[src/rtl/response_signature_capture_if.sv]
// Bus bundle between a stimulus/response source and the signature capture block.
// The source (master) drives the pattern stream and the golden table; the capture
// block (slave) reports run status, the captured truth table and the MISR signature.
interface response_signature_capture_if #(
  parameter int N_IN  = 4,
  parameter int SIG_W = 16
);
  localparam int N_PAT = 1 << N_IN;

  logic              start;
  logic              pat_valid;
  logic [N_IN-1:0]   pat;
  logic              resp;
  logic [N_PAT-1:0]  golden;

  logic              busy;
  logic              done;
  logic [N_PAT-1:0]  truth_tbl;
  logic [N_PAT-1:0]  covered;
  logic [SIG_W-1:0]  signature;
  logic              mismatch;
  logic [N_IN:0]     mismatch_cnt;
  logic [N_IN-1:0]   first_fail;
  logic              first_fail_v;

  modport master (
    output start, pat_valid, pat, resp, golden,
    input  busy, done, truth_tbl, covered, signature,
           mismatch, mismatch_cnt, first_fail, first_fail_v
  );

  modport slave (
    input  start, pat_valid, pat, resp, golden,
    output busy, done, truth_tbl, covered, signature,
           mismatch, mismatch_cnt, first_fail, first_fail_v
  );
endinterface

[src/rtl/response_signature_capture.sv]
// Response signature capture for exhaustive-stimulus trojan screening.
// Records the single-bit DUT response per pattern into a truth table, compacts the
// response stream into a MISR, and counts responses that disagree with a golden
// table. Once every pattern has been seen the run finishes and a registered
// mismatch flag summarises the whole table.
module response_signature_capture #(
  parameter int               N_IN     = 4,
  parameter int               SIG_W    = 16,
  parameter logic [SIG_W-1:0] SIG_POLY = 16'h1021
) (
  input  logic                           CK,
  input  logic                           reset,
  response_signature_capture_if.slave    bus
);

  localparam int N_PAT = 1 << N_IN;
  localparam logic [N_IN:0] CNT_MAX = '1;

  typedef enum logic [1:0] {
    S_IDLE    = 2'd0,
    S_CAPTURE = 2'd1,
    S_DONE    = 2'd2
  } state_t;

  state_t            state_reg, state_next;
  logic [N_PAT-1:0]  truth_reg, truth_next;
  logic [N_PAT-1:0]  covered_reg, covered_next;
  logic [SIG_W-1:0]  sig_reg, sig_next;
  logic              mismatch_reg, mismatch_next;
  logic [N_IN:0]     cnt_reg, cnt_next;
  logic [N_IN-1:0]   ff_reg, ff_next;
  logic              ffv_reg, ffv_next;

  logic              capture_en;
  logic              resp_bad;
  logic              all_covered;
  logic [N_PAT-1:0]  hit;
  logic [SIG_W-1:0]  misr_step;

  // A start pulse pre-empts any capture in the same cycle, so the first pattern
  // of a fresh run is always taken on the cycle after start.
  assign capture_en  = (state_reg == S_CAPTURE) && bus.pat_valid && !bus.start;
  assign resp_bad    = (bus.resp != bus.golden[bus.pat]);
  assign all_covered = &covered_reg;

  // Galois-style MISR: shift left, fold the polynomial in on carry-out, inject resp at bit 0.
  assign misr_step = {sig_reg[SIG_W-2:0], 1'b0}
                   ^ (sig_reg[SIG_W-1] ? SIG_POLY : '0)
                   ^ {{(SIG_W-1){1'b0}}, bus.resp};

  // Per-pattern truth table and coverage bits; a duplicate pattern simply overwrites.
  for (genvar gi = 0; gi < N_PAT; gi++) begin : g_tbl
    assign hit[gi]          = capture_en && (bus.pat == N_IN'(gi));
    assign truth_next[gi]   = bus.start ? 1'b0 : (hit[gi] ? bus.resp : truth_reg[gi]);
    assign covered_next[gi] = bus.start ? 1'b0 : (hit[gi] | covered_reg[gi]);
  end

  // Next-state logic: start always (re)enters CAPTURE; the run ends on the edge after full coverage.
  always_comb begin
    state_next = state_reg;
    if (bus.start) begin
      state_next = S_CAPTURE;
    end else begin
      case (state_reg)
        S_IDLE:    state_next = S_IDLE;
        S_CAPTURE: if (all_covered) state_next = S_DONE;
        S_DONE:    state_next = S_DONE;
        default:   state_next = S_IDLE;
      endcase
    end
  end

  // Next-value logic for signature, fail counter, first-fail record and final verdict.
  always_comb begin
    sig_next      = sig_reg;
    cnt_next      = cnt_reg;
    ff_next       = ff_reg;
    ffv_next      = ffv_reg;
    mismatch_next = mismatch_reg;
    if (bus.start) begin
      sig_next      = '0;
      cnt_next      = '0;
      ff_next       = '0;
      ffv_next      = 1'b0;
      mismatch_next = 1'b0;
    end else begin
      if (capture_en) begin
        sig_next = misr_step;
        if (resp_bad) begin
          if (cnt_reg != CNT_MAX) cnt_next = cnt_reg + (N_IN+1)'(1);
          if (!ffv_reg) begin
            ff_next  = bus.pat;
            ffv_next = 1'b1;
          end
        end
      end
      // Verdict uses the table as it stands after this edge, so a late duplicate
      // capture in the finishing cycle is reflected in the flag.
      if ((state_reg == S_CAPTURE) && all_covered) begin
        mismatch_next = |(truth_next ^ bus.golden);
      end
    end
  end

  // FSM state register.
  always_ff @(posedge CK) begin
    if (!reset) begin
      state_reg <= S_IDLE;
    end else begin
      state_reg <= state_next;
    end
  end

  // Datapath registers; reset discards any partial run.
  always_ff @(posedge CK) begin
    if (!reset) begin
      truth_reg    <= '0;
      covered_reg  <= '0;
      sig_reg      <= '0;
      mismatch_reg <= 1'b0;
      cnt_reg      <= '0;
      ff_reg       <= '0;
      ffv_reg      <= 1'b0;
    end else begin
      truth_reg    <= truth_next;
      covered_reg  <= covered_next;
      sig_reg      <= sig_next;
      mismatch_reg <= mismatch_next;
      cnt_reg      <= cnt_next;
      ff_reg       <= ff_next;
      ffv_reg      <= ffv_next;
    end
  end

  assign bus.busy         = (state_reg == S_CAPTURE);
  assign bus.done         = (state_reg == S_DONE);
  assign bus.truth_tbl    = truth_reg;
  assign bus.covered      = covered_reg;
  assign bus.signature    = sig_reg;
  assign bus.mismatch     = mismatch_reg;
  assign bus.mismatch_cnt = cnt_reg;
  assign bus.first_fail   = ff_reg;
  assign bus.first_fail_v = ffv_reg;

endmodule
[src/flat_wrapper.sv]
// flat-port wrapper written by rule: the top's interface ports become plain ports
module response_signature_capture_flat 
#(
  parameter int               N_IN     = 4,
  parameter int               SIG_W    = 16,
  parameter logic [SIG_W-1:0] SIG_POLY = 16'h1021
)
  (CK, reset, bus_start, bus_pat_valid, bus_pat, bus_resp, bus_golden, bus_busy, bus_done, bus_truth_tbl, bus_covered, bus_signature, bus_mismatch, bus_mismatch_cnt, bus_first_fail, bus_first_fail_v);
  response_signature_capture_if #(.N_IN(N_IN), .SIG_W(SIG_W)) bus_i ();
  input  logic CK;
  input  logic reset;
  input wire logic [$bits(bus_i.start)-1:0] bus_start;
  input wire logic [$bits(bus_i.pat_valid)-1:0] bus_pat_valid;
  input wire logic [$bits(bus_i.pat)-1:0] bus_pat;
  input wire logic [$bits(bus_i.resp)-1:0] bus_resp;
  input wire logic [$bits(bus_i.golden)-1:0] bus_golden;
  output wire logic [$bits(bus_i.busy)-1:0] bus_busy;
  output wire logic [$bits(bus_i.done)-1:0] bus_done;
  output wire logic [$bits(bus_i.truth_tbl)-1:0] bus_truth_tbl;
  output wire logic [$bits(bus_i.covered)-1:0] bus_covered;
  output wire logic [$bits(bus_i.signature)-1:0] bus_signature;
  output wire logic [$bits(bus_i.mismatch)-1:0] bus_mismatch;
  output wire logic [$bits(bus_i.mismatch_cnt)-1:0] bus_mismatch_cnt;
  output wire logic [$bits(bus_i.first_fail)-1:0] bus_first_fail;
  output wire logic [$bits(bus_i.first_fail_v)-1:0] bus_first_fail_v;
  assign bus_i.start = bus_start;
  assign bus_i.pat_valid = bus_pat_valid;
  assign bus_i.pat = bus_pat;
  assign bus_i.resp = bus_resp;
  assign bus_i.golden = bus_golden;
  assign bus_busy = bus_i.busy;
  assign bus_done = bus_i.done;
  assign bus_truth_tbl = bus_i.truth_tbl;
  assign bus_covered = bus_i.covered;
  assign bus_signature = bus_i.signature;
  assign bus_mismatch = bus_i.mismatch;
  assign bus_mismatch_cnt = bus_i.mismatch_cnt;
  assign bus_first_fail = bus_i.first_fail;
  assign bus_first_fail_v = bus_i.first_fail_v;
  response_signature_capture #(.N_IN(N_IN), .SIG_W(SIG_W), .SIG_POLY(SIG_POLY)) u_core (.CK(CK), .reset(reset), .bus(bus_i));
endmodule
[config.mk]
export PLATFORM = sky130hd
export DESIGN_NAME = response_signature_capture_flat
export DESIGN_NICKNAME = d
export VERILOG_FILES = /design/src/rtl/response_signature_capture_if.sv /design/src/rtl/response_signature_capture.sv /design/src/flat_wrapper.sv
export SDC_FILE = /design/constraint.sdc
export NUM_CORES = 1
export LEC_CHECK = 0
export CORE_UTILIZATION = 35
export DETAILED_ROUTE_END_ITERATION = 8
export DONT_BUFFER_PORTS = 1
export PLACE_DENSITY = 0.53
export SYNTH_ARGS = -nofsm -noshare
export SYNTH_HDL_FRONTEND = slang
export SYNTH_SLANG_ARGS = --single-unit
[constraint.sdc]
create_clock -name CK -period 3.1 [get_ports CK]
set_input_delay 0.62 -clock CK [delete_from_list [all_inputs] [get_ports CK]]
set_output_delay 0.62 -clock CK [all_outputs]
set_load 0.05 [all_outputs]
# [Word level (Yosys, flattened, before mapping)]
# Index checks and enable logic that the tools add are counted.
[word_totals] regBits=61 output_inout_bits=61 elab_cells=118
[classes] addsub=1 n_lt_le_gt_ge=1 eq_ne=21 muxes=38 bitwise_logic=21 reduce_logical=27
[op_table] cell="$mux W1" count=34
[op_table] cell="$eq A4 B4 Y1 const B" count=8
[op_table] cell="$xor A16 B16 Y16" count=2
[op_table] cell="$logic_and A1 B1 Y1" count=19
[op_table] cell="$eq A4 B3 Y1 const B" count=4
[op_table] cell="$or A1 B1 Y1" count=16
[op_table] cell="$reduce_and A16 Y1" count=1
[op_table] cell="$reduce_or A16 Y1" count=1
[op_table] cell="$xor A16 B1 Y16" count=1
[op_table] cell="$mux W13" count=1
[op_table] cell="$eq A4 B2 Y1 const B" count=2
[op_table] cell="$reduce_and A3 Y1" count=2
[op_table] cell="$add A5 B1 Y5 const B" count=1
[op_table] cell="$lt A4 B5 Y1 const B" count=1
[op_table] cell="$ne A5 B5 Y1 const B" count=1
[op_table] cell="$bmux W1 S4" count=1
[op_table] cell="$eq A4 B1 Y1 const B" count=1
[op_table] cell="$logic_not A4 Y1" count=1
[op_table] cell="$pmux W2 S2" count=1
[op_table] cell="$ne A3 B2 Y1 const B" count=1
[op_table] cell="$eq A2 B1 Y1 const B" count=1
[op_table] cell="$eq A2 B2 Y1 const B" count=1
[op_table] cell="$mux W2" count=1
[op_table] cell="$ne A2 B1 Y1 const B" count=1
[op_table] cell="other kinds (5)" count=6

# [Logic depth before layout (Yosys ltp)]
# Gate-level depths: netlist of the first run.
[logic_depth] depth_word=8 ltp_mapped=10 mapped_depth_nobuf=9

# [Worst setup path after synthesis of the first run]
# OpenSTA, ideal clock, no wires.
[synth_path] path_type="input-to-reg" start="input port bus_pat[0]" end="register u_core.cnt_reg[3] (netlist: u_core.bus.mismatch_cnt[3])" setup_ns=0.128 t_arrival_ns=2.588 t_required_ns=2.972 path_slack_ns=0.385 path_stages=8 n_path_buf=1 path_cell_list="buf_4 > mux4_2 > mux4_2 > xnor2_2 > nor3_2 > nand4_1 > xor2_1 > nor2_1"
[synth_via] elab_chain_len=4
[synth_rtl] element="start, declared" line_no="flat_wrapper.sv:14" source="input wire logic [$bits(bus_i.pat)-1:0] bus_pat;"
[synth_rtl] element="$bmux W1 S4" line_no="response_signature_capture.sv:43" source="assign resp_bad = (bus.resp != bus.golden[bus.pat]);"
[synth_rtl] element="$mux W1 (implied by the code)" line_no="response_signature_capture.sv:43"
[synth_rtl] element="$ne A1 B1 Y1" line_no="response_signature_capture.sv:43"
[synth_rtl] element="$reduce_and A3 Y1 (no line)"
[synth_rtl] element="end signal, assigned" line_no="response_signature_capture.sv:129" source="cnt_reg <= cnt_next;"
[synth_rtl] element="end, declared" line_no="response_signature_capture.sv:30" source="logic [N_IN:0] cnt_reg, cnt_next;"
# No other way between the ends. The select of a mux whose other input is x is not followed.
# A chain may end at the register's enable or synchronous reset.

# [Worst setup path after layout of the first run]
[layout_path] start="register u_core.state_reg[1]" end="register u_core.mismatch_reg (netlist: u_core.bus.mismatch)"
[layout_via] elab_chain_len=8
[layout_rtl] element="start, declared" line_no="response_signature_capture.sv:25" source="state_t state_reg, state_next;"
[layout_rtl] element="start signal, assigned" line_no="response_signature_capture.sv:110" source="state_reg <= state_next;"
[layout_rtl] element="$eq A2 B1 Y1 (*)" line_no="response_signature_capture.sv:42, response_signature_capture.sv:99"
[layout_rtl] element="$logic_and A1 B1 Y1 (2 in series)" line_no="response_signature_capture.sv:42" source="assign capture_en = (state_reg == S_CAPTURE) && bus.pat_valid && !bus.start;"
[layout_rtl] element="$logic_and A1 B1 Y1" line_no="response_signature_capture.sv:53" source="assign hit[gi] = capture_en && (bus.pat == N_IN'(gi));"
[layout_rtl] element="$mux W1 (2 in series)" line_no="response_signature_capture.sv:54" source="assign truth_next[gi] = bus.start ? 1'b0 : (hit[gi] ? bus.resp : truth_reg[gi]);"
[layout_rtl] element="$xor A16 B16 Y16" line_no="response_signature_capture.sv:100" source="mismatch_next = |(truth_next ^ bus.golden);"
[layout_rtl] element="$reduce_or A16 Y1" line_no="response_signature_capture.sv:100"
[layout_rtl] element="end signal, assigned" line_no="response_signature_capture.sv:128" source="mismatch_reg <= mismatch_next;"
[layout_rtl] element="end, declared" line_no="response_signature_capture.sv:29" source="logic mismatch_reg, mismatch_next;"
# Every way passes the cells marked *; elsewhere a longest branch is shown, timed or not.

==> results of run 1 <==
cell usage in the layout, fill, tap and decap left out, types with 3 or more instances in the layout:
| master | Yosys | routed |
|---|---|---|
| a21oi_1 | 33 | 33 |
| nor2_1 | 55 | 55 |
| clkbuf_8 | 0 | 9 |
| nand3_1 | 5 | 5 |
| nand4_1 | 6 | 6 |
| xnor2_1 | 7 | 7 |
| nor4b_1 | 5 | 5 |
| o21ai_0 | 4 | 4 |
| ha_1 | 4 | 4 |
| inv_1 | 6 | 6 |
| buf_4 | 15 | 20 |
| nor3_1 | 3 | 3 |
| dfxtp_1 | 61 | 61 |
| a31oi_1 | 4 | 4 |
| xor2_1 | 6 | 6 |
| nor3b_1 | 4 | 4 |
| mux2i_1 | 15 | 15 |
| a211oi_1 | 4 | 4 |
| nand2b_1 | 6 | 5 |
| nand3b_1 | 3 | 3 |
| nand2_1 | 37 | 37 |
| mux4_2 | 5 | 5 |
| o21a_1 | 3 | 3 |
| and2_1 | 3 | 3 |
| a21boi_0 | 6 | 6 |
| nor2b_1 | 9 | 9 |
worst max-delay path, cell delays in order, from the launching register on:
cell and delay, ns:
dfxtp_1 0.33, inv_1 0.06, ha_1 0.28, and4b_1 0.50, a21boi_0 0.20, a31oi_1 0.35, xor2_1 0.18, a221oi_1 0.11
a2111oi_1 0.40, a21oi_1 0.12
stage by stage:
step                instances  total power, mW  area, um^2
global placement          458            0.917        3250
finish                    474             1.55        3420
detailed placement        458            0.917        3250
global route              474             1.60        3420
floorplan                 364            0.919        3150
CTS                       474             1.56        3420
cell type report:
cell class                 instances  area (um^2)  area share [%]
clock buffer                       9          124            3.62
clock inverter                     7         51.3            1.50
timing repair buffer              20          150            4.38
tap                              108          135            3.95
multi-input combinational        263         1720            50.2
inverter                           6         22.5           0.658
sequential                        61         1220            35.7
Yosys cell counts, types with 4 or more instances:
| cell | count |
|---|---|
| xor2_1 | 6 |
| nor2b_1 | 9 |
| xnor2_1 | 7 |
| clkbuf_1 | 12 |
| nand4_1 | 6 |
| a21oi_1 | 33 |
| o21ai_0 | 4 |
| buf_2 | 5 |
| buf_4 | 15 |
| nor4b_1 | 5 |
| inv_1 | 6 |
| mux4_2 | 5 |
| mux2i_1 | 15 |
| nor2_1 | 55 |
| a211oi_1 | 4 |
| nand3_1 | 5 |
| nor3b_1 | 4 |
| ha_1 | 4 |
| a31oi_1 | 4 |
| nand2b_1 | 6 |
| a21boi_0 | 6 |
| nand2_1 | 37 |
| dfxtp_1 | 61 |
power by group:
| group | switching, mW | internal [mW] |
|---|---|---|
| registers | 0.00905 | 0.787 |
| logic | 0.0586 | 0.0445 |
| clock network | 0.357 | 0.292 |
| total | 0.424 | 1.12 |
routing by layer:
layer | vias to the layer above | part of all wire [%]
li1 | 1260 | -
met1 | 1220 | 47
met2 | 94 | 42
met3 | 12 | 9.4
met4 | 0 | 1.7
met5 | - | 0
worst min-delay path by stage:
stage | endpoint | slack (ns)
after detailed placement | u_core.state_reg[1] | 0.52
after global placement | u_core.state_reg[1] | 0.51
after floorplan | u_core.bus.signature[10] | 0.45
after global routing | u_core.state_reg[0] | 0.40
final | u_core.state_reg[0] | 0.40
after CTS | u_core.state_reg[0] | 0.39
cells by family after synthesis:
group	count (synthesis)
compound gates	67
xor+xnor	14
fa+ha+maj	4
mux	22
buf+inv	40
simple gates	156
flops	61
==> flow_metrics.py, run 1 <==
metrics = {
    "run_status": {
        "status": "complete, no violations",
    },
    "cells_and_area": {
        "nFillCells": 847,
        "diodes": 0,
        "final_net_count": 390,
        "syn2layout_area_growth_pct": 8.65,
        "drive_above_1_share_pct": 15.3,
        "fin_util_pct": 39.3,
    },
    "yosys": {
        "yosys.area_share.simple_pct": 26.4,
        "ys_seq_elements": 61,
        "syn-cell-area_um2": 3150,
        "seq_area_frac_synth_pct": 38.7,
        "synth_compound_area_share_pct": 13.3,
        "yosysWarnings": 0,
        "netlist_instances": 364,
        "synth_mux_area_share_pct": 9.13,
        "synth_top_family_by_area": "simple AND/OR/NAND/NOR gates",
        "ys_types": 59,
        "synth_top_area_share_pct": 38.7,
        "synthAdderAreaFrac_pct": 1.59,
        "synth_edf_count": 0,
        "synth_top_area_cell": "dfxtp_1",
        "async_reset_ff_share_pct": 0,
        "avgSynthCellArea_um2": 8.66,
        "synth_xor_area_share_pct": 4.13,
        "synth_nets": 393,
        "synthFlopType": "dfxtp_1",
        "ys_top_cells_by_area": "dfxtp_1 (39%), nor2_1 (6.6%), a21oi_1 (5.2%), mux2i_1 (4.8%), nand2_1 (4.4%)",
    },
    "setup_path": {
        "crit_start": "u_core.state_reg[1]",
        "path_max_fanout": 10,
        "worstPathArrival_ns": 2.86,
        "reg2reg_to": "u_core.bus.mismatch",
        "r2r_slack_ns": 0.47,
        "end_kind": "flip-flop",
        "reg2reg_from": "u_core.state_reg[1]",
        "ff2ff_path_depth": 9,
        "cp-start-kind": "flip-flop",
        "crit_type": "reg -> reg",
        "cp-endpoint": "u_core.bus.mismatch",
        "cp.required_ns": 3.33,
    },
    "global_routing": {
        "grt_pass1_wl_mm": 13.5,
        "antenna_found_initial": 0,
        "grt_max_degree": 58,
        "grt_pass1_vias": 2356,
        "use_met2_pct": 27.1,
        "grtUsageTotal_pct": 18.7,
        "met3_usage_pct": 7.01,
        "top_usage_layer": "met2",
        "grt_use_met1_pct": 25.1,
        "overflow": 0,
    },
    "sta": {
        "max_freq_ghz": 0.380,
        "slew_viol_final": 0,
        "fin_tns_setup_ns": 0,
        "holdWs_ns": 0.400,
        "setup_viol": 0,
        "rsz0062_at_grt": "false",
        "worst_slew_pin_slew_ns": 1.22,
        "worst_slack_ns": 0.471,
        "period_needed_ns": 2.63,
        "period_share_pct": 84.8,
        "clock_skew_ns": 0.0133,
        "final-hold-violation-count": 0,
        "relSlewSlack_pct": 18.5,
    },
    "drt": {
        "drtAntennaViolNets": 0,
        "drt-initial-drc-count": 123,
        "vias": 2586,
        "viasPerCell": 5.46,
        "wl_per_cell_um": 18.3,
        "drc": 0,
        "drtPass1Iterations": 4,
        "wirelength_mm": 8.68,
    },
    "clocking": {
        "cts_resized": 0,
        "cts.sinks": 61,
        "clk_latency_ns": 0.35,
        "cts_tree": "built",
        "post_cts_buffers": 0,
        "cts_root_buf": "clkbuf_8",
        "clk_pin_slew_ns": 0.07,
        "numCtsBuffers": 9,
        "htree_levels": 3,
        "cts_hold_buf": 0,
        "cts_buffer_depth": 2,
    },
    "placed_design": {
        "place_ws_ns": 0.380,
        "gp_congestion": 0.866,
        "portBuffers": 0,
        "hpwl_mm": 6.37,
    },
    "power_and_ir_drop": {
        "power_density_nw_per_um2": 452,
        "p_leak_nw": 1.17,
        "ir_drop_v": 0.000194,
    },
    "floorplanning": {
        "core-area_um2": 8720,
        "ios": 86,
        "die_w_um": 96.9,
        "row_count": 34,
        "die_area_um2": 9390,
        "chipHeight_um": 96.9,
        "start_util_pct": 36.1,
    },
    "worst_hold_path": {
        "hp-start": "reset",
        "hold_path.class": "in -> reg",
        "whs_path_depth": 1,
    },
    "run": {
        "maxCapViolCount": 0,
    },
}
(Power assumes the default switching activity.)
==> inputs of run 2 (changes only) <==
==> constraint.sdc (replaced) <==
create_clock -name CK -period 2.7 [get_ports CK]
set_input_delay 0.54 -clock CK [delete_from_list [all_inputs] [get_ports CK]]
set_output_delay 0.54 -clock CK [all_outputs]
set_load 0.05 [all_outputs]
==> flow_metrics.py, run 2 (synthesized netlist as in run 1, its figures left out) <==
metrics = {
    "run_status": {
        "status": "complete, no violations",
    },
    "global_routing": {
        "grt_pass1_wl_mm": 14.2,
        "antenna_found_initial": 0,
        "grtUsageTotal_pct": 19.5,
        "grt_max_degree": 32,
        "overflow": 0,
        "grt_pass1_vias": 2553,
    },
    "floorplanning": {
        "chipHeight_um": 96.9,
        "start_util_pct": 36.1,
        "ios": 86,
        "core-area_um2": 8720,
        "die_w_um": 96.9,
        "row_count": 34,
        "die_area_um2": 9390,
    },
    "power_and_ir_drop": {
        "power_density_nw_per_um2": 527,
        "p_leak_nw": 1.29,
        "ir_drop_v": 0.000200,
    },
    "clocking": {
        "cts.sinks": 61,
        "cts_tree": "built",
        "clk_pin_slew_ns": 0.08,
        "numCtsBuffers": 9,
        "cts_buffer_depth": 2,
        "htree_levels": 3,
        "cts_root_buf": "clkbuf_8",
        "cts_hold_buf": 0,
        "clk_latency_ns": 0.35,
    },
    "setup_path": {
        "worstPathCellList": "inv_1 > ha_2 > and4b_1 > nand3_2 > mux2i_2 > a21oi_1 > or3_1 > a2111oi_1 > a21oi_1",
        "reg2reg_to": "u_core.bus.mismatch",
        "crit_top_cell": "a21oi_1",
        "ff2ff_path_depth": 9,
        "cp_slowest_cell": "a2111oi_1",
        "reg2reg_from": "u_core.state_reg[1]",
        "cp.required_ns": 2.92,
        "crit_type": "reg -> reg",
        "worstPathArrival_ns": 2.74,
        "path_max_fanout": 6,
        "cp-start-kind": "flip-flop",
        "max_stage_delay_ns": 0.44,
        "r2r_slack_ns": 0.18,
        "end_kind": "flip-flop",
    },
    "sta": {
        "fin_tns_setup_ns": 0,
        "worst_slew_pin_slew_ns": 0.689,
        "relSlewSlack_pct": 54.0,
        "worst_slack_ns": 0.180,
        "slew_viol_final": 0,
        "period_share_pct": 93.3,
        "final-hold-violation-count": 0,
        "rsz0062_at_grt": "false",
        "max_freq_ghz": 0.397,
        "period_needed_ns": 2.52,
        "clock_skew_ns": 0.0125,
        "setup_viol": 0,
    },
    "cells_and_area": {
        "final_net_count": 411,
        "syn2layout_area_growth_pct": 14.7,
        "final_common_cell": "dfxtp_1",
        "diodes": 0,
        "fin_util_pct": 41.5,
        "regArea_um2": 1220,
        "nFillCells": 884,
        "layout_common_cells": "dfxtp_1 (61), nor2_1 (55), buf_4 (41)",
        "multi_input_area_um2": 1720,
        "drive_above_1_share_pct": 20.2,
    },
    "drt": {
        "wirelength_mm": 8.78,
        "drtPass1Iterations": 4,
        "wl_per_cell_um": 17.7,
        "viasPerCell": 5.31,
        "vias": 2630,
        "drtAntennaViolNets": 0,
        "drc": 0,
        "drt-initial-drc-count": 93,
    },
    "worst_hold_path": {
        "hold_end": "u_core.state_reg[0]",
        "hp-start": "reset",
        "whs_path_depth": 1,
        "hold_path.class": "in -> reg",
    },
    "placed_design": {
        "hpwl_mm": 6.57,
        "gp_congestion": 0.876,
        "place_ws_ns": 0.122,
        "portBuffers": 0,
    },
    "run": {
        "maxCapViolCount": 0,
    },
}
[run 2: critical path, delay by kind of cell, from the launching register on]
family / cells / cell delay (ns)
mux: 1 / 0.31
fa+ha+maj: 1 / 0.24
flops: 1 / 0.33
simple gates: 3 / 0.77
buf+inv: 1 / 0.06
compound gates: 3 / 0.68
[run 2: final cells by class]
class | instances | share of cell area [%]
well taps | 108 | 3.74
clock buffers | 9 | 3.43
inverters | 6 | 0.623
clock inverters | 7 | 2.28
flip-flops and latches | 61 | 33.8
repair buffers | 41 | 8.51
multi-input cells | 263 | 47.6
[run 2: metrics by stage]
| stage | power (mW) | cells | hold slack, ns | cell area [um^2] |
|---|---|---|---|---|
| floorplan | 1.05 | 364 | 0.445 | 3150 |
| global placement | 1.06 | 479 | 0.512 | 3410 |
| detailed placement | 1.06 | 479 | 0.517 | 3410 |
| CTS | 1.93 | 495 | 0.306 | 3610 |
| global route | 1.99 | 495 | 0.300 | 3620 |
| finish | 1.91 | 495 | 0.324 | 3620 |
[run 2: power by group]
part / switching, mW / leakage, nW / internal (mW)
combinational: 0.0682 / 0.697 / 0.0562
clock: 0.429 / 0.0984 / 0.440
sequential: 0.0102 / 0.492 / 0.903
[run 2: metal layers]
layer	up-vias	wire length [um]	global-route usage, %
li1	1305	-	-
met1	1247	4220	26.6
met2	69	3830	28.4
met3	9	639	7.51
met4	0	94	5.74
met5	-	0	0
[run 2: worst max-delay path by stage]
stage	start	endpoint	slack [ns]	depth (start not counted)
6_report	u_core.state_reg[1]	u_core.bus.mismatch	0.18	9
5_1_grt	u_core.state_reg[1]	u_core.bus.mismatch	0.04	9
4_1_cts	u_core.state_reg[1]	u_core.bus.mismatch	0.14	9
3_5_place_dp	bus_pat[0]	u_core.bus.mismatch_cnt[3]	0.12	7
3_3_place_gp	u_core.state_reg[1]	u_core.bus.mismatch	0.16	9
2_1_floorplan	u_core.state_reg[1]	u_core.bus.mismatch	0.04	10
[run 2: repair_timing]
action	CTS	global route
setup buffers	0	0
endpoints found under the setup margin	0	1
resized for setup	0	1
